[src/rtl/whack_pkg.sv]
// Shared types and constants for the whack-a-mole game sequencer.
package whack_pkg;

    typedef enum logic [2:0] {
        IDLE,
        ARM,
        SHOW,
        GAP,
        PAUSED,
        DONE
    } state_e;

    localparam int         NUM_HOLES = 5;
    localparam logic [2:0] NO_MOLE   = 3'd0;
    localparam logic [3:0] SCORE_MAX = 4'd15;

    // x^8+x^6+x^5+x^4+1 as a Fibonacci tap mask over bits 7,5,4,3
    localparam logic [7:0] LFSR_TAPS = 8'hB8;

endpackage

[src/rtl/whack_hole_lfsr.sv]
// Free-running 8-bit LFSR plus the mapping from LFSR bits to a hole
// number 1..5, with a bump to the next hole when the pick would repeat.
module whack_hole_lfsr
    import whack_pkg::*;
#(
    parameter logic [7:0] LFSR_SEED = 8'hA5
) (
    input  logic       clk,
    input  logic       rst,
    input  logic       pick,
    input  logic [2:0] prev,
    output logic [2:0] hole
);

    logic [7:0] lfsr_q, lfsr_d;
    logic [2:0] v, h_raw, h;

    assign lfsr_d = {lfsr_q[6:0], ^(lfsr_q & LFSR_TAPS)};

    // LFSR steps on every clock regardless of game state
    always_ff @(posedge clk or negedge rst) begin
        if (!rst) lfsr_q <= LFSR_SEED;
        else      lfsr_q <= lfsr_d;
    end

    // fold 0..7 onto 1..5, then avoid showing the same hole twice in a row
    always_comb begin
        v     = lfsr_q[2:0];
        h_raw = (v < 3'(NUM_HOLES)) ? v + 3'd1 : v - 3'(NUM_HOLES - 1);
        h     = h_raw;
        if (h_raw == prev) h = (prev == 3'(NUM_HOLES)) ? 3'd1 : prev + 3'd1;
        hole  = pick ? h : NO_MOLE;
    end

endmodule

[src/rtl/whack_game_ctrl.sv]
// Whack-a-mole game sequencer: start/pause/game-over control, mole
// up/gap interval timing, hit detection and saturating score.
module whack_game_ctrl
    import whack_pkg::*;
#(
    parameter int         TICK_CYCLES = 25_000_000,
    parameter int         MOLE_TICKS  = 4,
    parameter int         GAP_TICKS   = 2,
    parameter logic [7:0] LFSR_SEED   = 8'hA5
) (
    input  logic                 clk,
    input  logic                 rst,
    input  logic                 start_btn,
    input  logic                 pause_btn,
    input  logic [NUM_HOLES-1:0] hole_btn,
    input  logic                 timer_done,
    output logic [2:0]           oval_select,
    output logic                 enable,
    output logic                 pause,
    output logic                 G,
    output logic [3:0]           score
);

    localparam int PW   = (TICK_CYCLES > 1) ? $clog2(TICK_CYCLES) : 1;
    localparam int TMAX = (MOLE_TICKS > GAP_TICKS) ? MOLE_TICKS : GAP_TICKS;
    localparam int TW   = (TMAX > 1) ? $clog2(TMAX) : 1;
    localparam int BW   = NUM_HOLES + 2;

    state_e               state_q, state_d, ret_q, ret_d;
    logic [PW-1:0]        presc_q, presc_d;
    logic [TW-1:0]        tcnt_q, tcnt_d;
    logic [2:0]           prev_q;
    logic [3:0]           score_q, score_d;
    logic [BW-1:0]        lvl_q, edg_q;
    logic                 start_e, pause_e;
    logic [NUM_HOLES-1:0] hole_e, mole_mask;
    logic                 tick, ivl_done, hit, pick;
    logic [2:0]           hole;

    // edge pulses are registered, so every reaction lags the press by one cycle
    always_ff @(posedge clk or negedge rst) begin
        if (!rst) begin
            lvl_q <= '0;
            edg_q <= '0;
        end else begin
            lvl_q <= {start_btn, pause_btn, hole_btn};
            edg_q <= {start_btn, pause_btn, hole_btn} & ~lvl_q;
        end
    end

    assign start_e = edg_q[BW-1];
    assign pause_e = edg_q[BW-2];
    assign hole_e  = edg_q[NUM_HOLES-1:0];

    whack_hole_lfsr #(
        .LFSR_SEED(LFSR_SEED)
    ) u_lfsr (
        .clk (clk),
        .rst (rst),
        .pick(pick),
        .prev(prev_q),
        .hole(hole)
    );

    // a hit is exactly the one-hot edge of the hole currently shown
    assign mole_mask = NUM_HOLES'(1) << (prev_q - 3'd1);
    assign hit       = (state_q == SHOW) && (hole_e != '0) && (hole_e == mole_mask);
    assign tick      = (presc_q == PW'(TICK_CYCLES - 1));
    assign ivl_done  = tick && (tcnt_q == ((state_q == SHOW) ? TW'(MOLE_TICKS - 1)
                                                              : TW'(GAP_TICKS - 1)));

    // state, saved return state, interval counters, shown hole and score
    always_ff @(posedge clk or negedge rst) begin
        if (!rst) begin
            state_q <= IDLE;
            ret_q   <= IDLE;
            presc_q <= '0;
            tcnt_q  <= '0;
            prev_q  <= NO_MOLE;
            score_q <= '0;
        end else begin
            state_q <= state_d;
            ret_q   <= ret_d;
            presc_q <= presc_d;
            tcnt_q  <= tcnt_d;
            score_q <= score_d;
            if (pick) prev_q <= hole;
        end
    end

    // next state and outputs; priority: timer_done, start, pause, hit, tick expiry
    always_comb begin
        state_d     = state_q;
        ret_d       = ret_q;
        presc_d     = presc_q;
        tcnt_d      = tcnt_q;
        score_d     = score_q;
        pick        = 1'b0;
        oval_select = NO_MOLE;
        enable      = 1'b0;
        pause       = 1'b0;
        G           = 1'b0;
        case (state_q)
            IDLE, DONE: begin
                if (start_e) begin
                    state_d = ARM;
                    score_d = '0;
                end
            end
            ARM: begin
                G       = 1'b1;
                enable  = 1'b1;
                pick    = 1'b1;
                presc_d = '0;
                tcnt_d  = '0;
                state_d = SHOW;
            end
            SHOW, GAP: begin
                enable = 1'b1;
                if (state_q == SHOW) oval_select = prev_q;
                if (timer_done) begin
                    state_d = DONE;
                end else if (start_e) begin
                    state_d = ARM;
                    score_d = '0;
                end else if (pause_e) begin
                    ret_d   = state_q;
                    state_d = PAUSED;
                end else if (hit) begin
                    score_d = (score_q == SCORE_MAX) ? score_q : score_q + 4'd1;
                    state_d = GAP;
                    presc_d = '0;
                    tcnt_d  = '0;
                end else if (ivl_done) begin
                    presc_d = '0;
                    tcnt_d  = '0;
                    if (state_q == SHOW) begin
                        state_d = GAP;
                    end else begin
                        state_d = SHOW;
                        pick    = 1'b1;
                    end
                end else begin
                    presc_d = tick ? '0 : presc_q + PW'(1);
                    tcnt_d  = tick ? tcnt_q + TW'(1) : tcnt_q;
                end
            end
            PAUSED: begin
                enable = 1'b1;
                pause  = 1'b1;
                if (ret_q == SHOW) oval_select = prev_q;
                if (pause_e) state_d = ret_q;
            end
            default: state_d = IDLE;
        endcase
    end

    assign score = score_q;

endmodule

[config.mk]
export PLATFORM = sky130hd
export DESIGN_NAME = whack_game_ctrl
export DESIGN_NICKNAME = d
export VERILOG_FILES = /design/src/rtl/whack_pkg.sv /design/src/rtl/whack_hole_lfsr.sv /design/src/rtl/whack_game_ctrl.sv
export SDC_FILE = /design/constraint.sdc
export NUM_CORES = 1
export LEC_CHECK = 0
export ABC_CLOCK_PERIOD_IN_PS = 2400
export BUFFER_PORTS_ARGS = -buffer_cell sky130_fd_sc_hd__buf_4
export CELL_PAD_IN_SITES_DETAIL_PLACEMENT = 1
export CELL_PAD_IN_SITES_GLOBAL_PLACEMENT = 1
export CORE_ASPECT_RATIO = 0.9
export CORE_MARGIN = 2
export CORE_UTILIZATION = 38
export DETAILED_ROUTE_END_ITERATION = 10
export HOLD_SLACK_MARGIN = 0.08
export MAX_ROUTING_LAYER = met4
export PLACE_DENSITY = 0.68
export SETUP_SLACK_MARGIN = 0.5
export SLEW_MARGIN = 20
export SYNTH_ARGS = -nofsm -noshare
export SYNTH_HDL_FRONTEND = slang
export SYNTH_SLANG_ARGS = --single-unit
[constraint.sdc]
create_clock -name clk -period 2.4 [get_ports clk]
set_input_delay 0.36 -clock clk [delete_from_list [all_inputs] [get_ports clk]]
set_output_delay 0.36 -clock clk [all_outputs]
set_load 0.03 [all_outputs]
==> out/metrics.csv <==
stage,metric,value,unit
power,leakagePower,2.03,nW
finish,stdcell_count,540,
synthesis,synth_flop_cell,dfrtp_1,
clock_tree,h-tree-depth,3,
synthesis,synth_nets,358,
routing,postRouteAntennaNets,0,
grt,grt_pass1_wl,16000,um
timing,slew_headroom,45.0,%
die,core_area,8530,um^2
synthesis,synth-seq-area-share,46.7,%
place,placedInstanceArea,3680,um^2
routing,wire_per_inst,20.1,um
worst_hold_path,worstHoldPathType,in2async,
timing,hold_viol_final,0,
synthesis,synthCells,345,
die,rows,32,
flow_run,drv_cap,0,
die,fp.dieW,103,um
place,routabilityCongestion,0.816,
routing,vias,3007,
synthesis,async_flop_share,100,%
grt,grt_use_total,22.3,%
finish,final_util,56.9,%
clock_tree,cts_buffers,9,
clock_tree,clk_path_buf_depth,2,
die,die_h,92.8,um
timing,tns,0,ns
timing,fin_crit_sh,92.6,%
grt,grt_overflow_total,0,
finish,drive_gt1_share,46.1,%
routing,initialDrtViolationCount,83,
synthesis,synth_edf_count,0,
synthesis,avgSynthCellArea,9.66,um^2
timing,skew,0.0145,ns
finish,nets,429,
clock_tree,insertion_delay,0.35,ns
finish,syn_to_final_growth,45.7,%
critical_path,cp.required,2.64,ns
clock_tree,ctsHoldBuffers,0,
grt,grt_antenna_before_repair,0,
timing,whs,0.0857,ns
synthesis,ys_seq_elements,62,
finish,nFillCells,924,
critical_path,crit_type,reg2reg,
place,post-place-cells,486,
routing,route.detailed.drc,0,
run_status,status,"complete, no violations",
clock_tree,clock-sinks,62,
routing,totalWireLength,10800,um
critical_path,crit_path_frequent_cell,a21o_4,
critical_path,r2r-start,edg_q[5],
power,power_density,1080,nW/um^2
critical_path,critPathSlowestCell,or4b_4,
routing,vias_per_cell,5.57,
timing,setup_violations,0,
finish,n_antenna_cell,0,
die,initial_core_util,39.1,%
synthesis,ys_types,64,
critical_path,r2r_slack,0.18,ns
clock_tree,clk_pin_slew,0.08,ns
critical_path,crit_start,edg_q[5],
critical_path,critPathMaxStageDelay,0.57,ns
grt,grt_max_degree,63,
critical_path,worstPathMaxFanout,6,
synthesis,synth_warnings,0,
place,io_buffers,19,
timing,tightestPinTransition,0.825,ns
critical_path,cp-start-kind,flip-flop,
routing,dr.pass1.iters,6,
timing,rsz0062_at_grt,true,
clock_tree,tritoncts,yes,
critical_path,r2r-end,tcnt_q[0],
timing,report.final.slew_viol_count,0,
timing,max_freq,450,MHz
die,die_area,9530,um^2
timing,finalWorstPathRequiredPeriod,2.22,ns
die,ios,20,
critical_path,reg2reg_depth,7,
grt,grt_pass1_vias,3182,
place,place_hpwl,5740,um
critical_path,worstPathArrival,2.46,ns
critical_path,path_cells,or4b_4 -> a21o_4 -> a21oi_1 -> a21o_4 -> buf_6 -> nand3_2 -> mux2i_1,
clock_tree,root_buffer,clkbuf_8,
critical_path,cp-end-kind,flip-flop,
finish,final_area,4850,um^2
power,peakVddDrop,0.409,mV
synthesis,synth_area,3330,um^2
-- what timing repair did --
action | CTS | global route
resized for setup | 84 | 67
endpoints found under the setup margin | 41 | 45
pin swaps | 38 | 35
gates cloned | 1 | 0
setup buffers | 25 | 12
-- cell type report --
type	count	area (um^2)	area share [%]
Clock inverter	6	110	2.27
Timing Repair Buffer	73	673	13.9
Multi-Input combinational cell	256	2170	44.8
Inverter	14	52.6	1.08
Sequential cell	62	1570	32.3
Clock buffer	10	128	2.63
Tap cell	119	149	3.07
-- worst max-delay path: cells and delay by family (launching register included) --
kind | cells | cell delay [ns]
compound gates | 3 | 0.74
simple gates | 2 | 0.63
flops | 1 | 0.39
mux | 1 | 0.22
buf+inv | 1 | 0.14
-- layout by cell type (no fill, tap or decap), types with 4 or more instances in the layout --
master and count:
a21oi_1 7, nand2b_4 4, xor2_1 12, nor2_1 16, buf_4 47, dfstp_2 4, nand2_1 22, and2_4 4
and2_1 4, nor2b_1 8, o21ai_0 8, dfrtp_1 48, nor2_4 8, nor2_2 8, clkbuf_8 9, inv_1 13
nand3_1 9, o211ai_1 5, buf_6 22, nand4_1 17, nand2_2 4, xnor2_1 6, xor2_2 4, and3_1 4
o21ai_1 4, dfrtp_2 10, nand3_2 5, nand2b_1 7
-- synth_stat cells, drive strengths merged (7+ instances only) --
master   n  area share, %
a21oi   12            2.0
and2     8            1.5
buf      8            1.4
dfrtp   58             44
inv     14            1.6
nand2   27            3.1
nand2b  11            2.1
nand3   15            2.3
nand4   18            3.8
nor2    32            3.8
nor2b    9            1.7
nor3     7            1.2
o21ai   15            2.3
xnor2    8            2.1
xor2    16            4.2
-- flip-flops by register name, indices dropped and copies added, names as in the netlist --
name,flops
state_q,3
prev_q,3
lvl_q,7
u_lfsr.lfsr_q,8
tcnt_q,2
score,4
edg_q,7
presc_q,25
ret_q,3
-- stage by stage --
step	setup WS [ns]	total power [mW]
after global routing	0.144	5.51
final	0.177	5.27
after detailed placement	0.0534	2.84
after floorplan	0.396	2.39
after CTS	0.318	4.66
after global placement	0.104	2.79
-- worst max-delay path by stage --
stage	end	slack, ns	cells after the start
after floorplan	presc_q[19]	0.40	6
after global placement	presc_q[9]	0.10	7
after detailed placement	presc_q[9]	0.05	7
after CTS	oval_select[0]	0.32	7
after global routing	tcnt_q[0]	0.14	7
final	tcnt_q[0]	0.18	7
-- layer usage --
metal / routed length (um) / track usage [%]
met1: 4540 / 26.5
met2: 5710 / 38.0
met3: 345 / 4.53
met4: 240 / 6.67
met5: 0 / -
-- cell families (layout without fill, tap and decap cells) --
group	Yosys count	after routing	share of synthesized area [%]
XOR/XNOR	24	24	6.31
buffers and inverters	27	103	3.53
multiplexers	4	4	1.28
AND/OR/NAND/NOR	159	159	27.1
AO/OA/AOI/OAI	66	66	13.9
flip-flops	62	62	46.7
adder cells (fa/ha/maj)	3	3	1.13
-- report_power, final --
part / total, mW / internal, mW / switching (mW)
clock network: 1.14 / 0.689 / 0.447
logic: 2.76 / 1.30 / 1.46
registers: 1.37 / 1.18 / 0.191
total: 5.27 / 3.17 / 2.10
No activity file was read; power rests on OpenSTA's default activity.
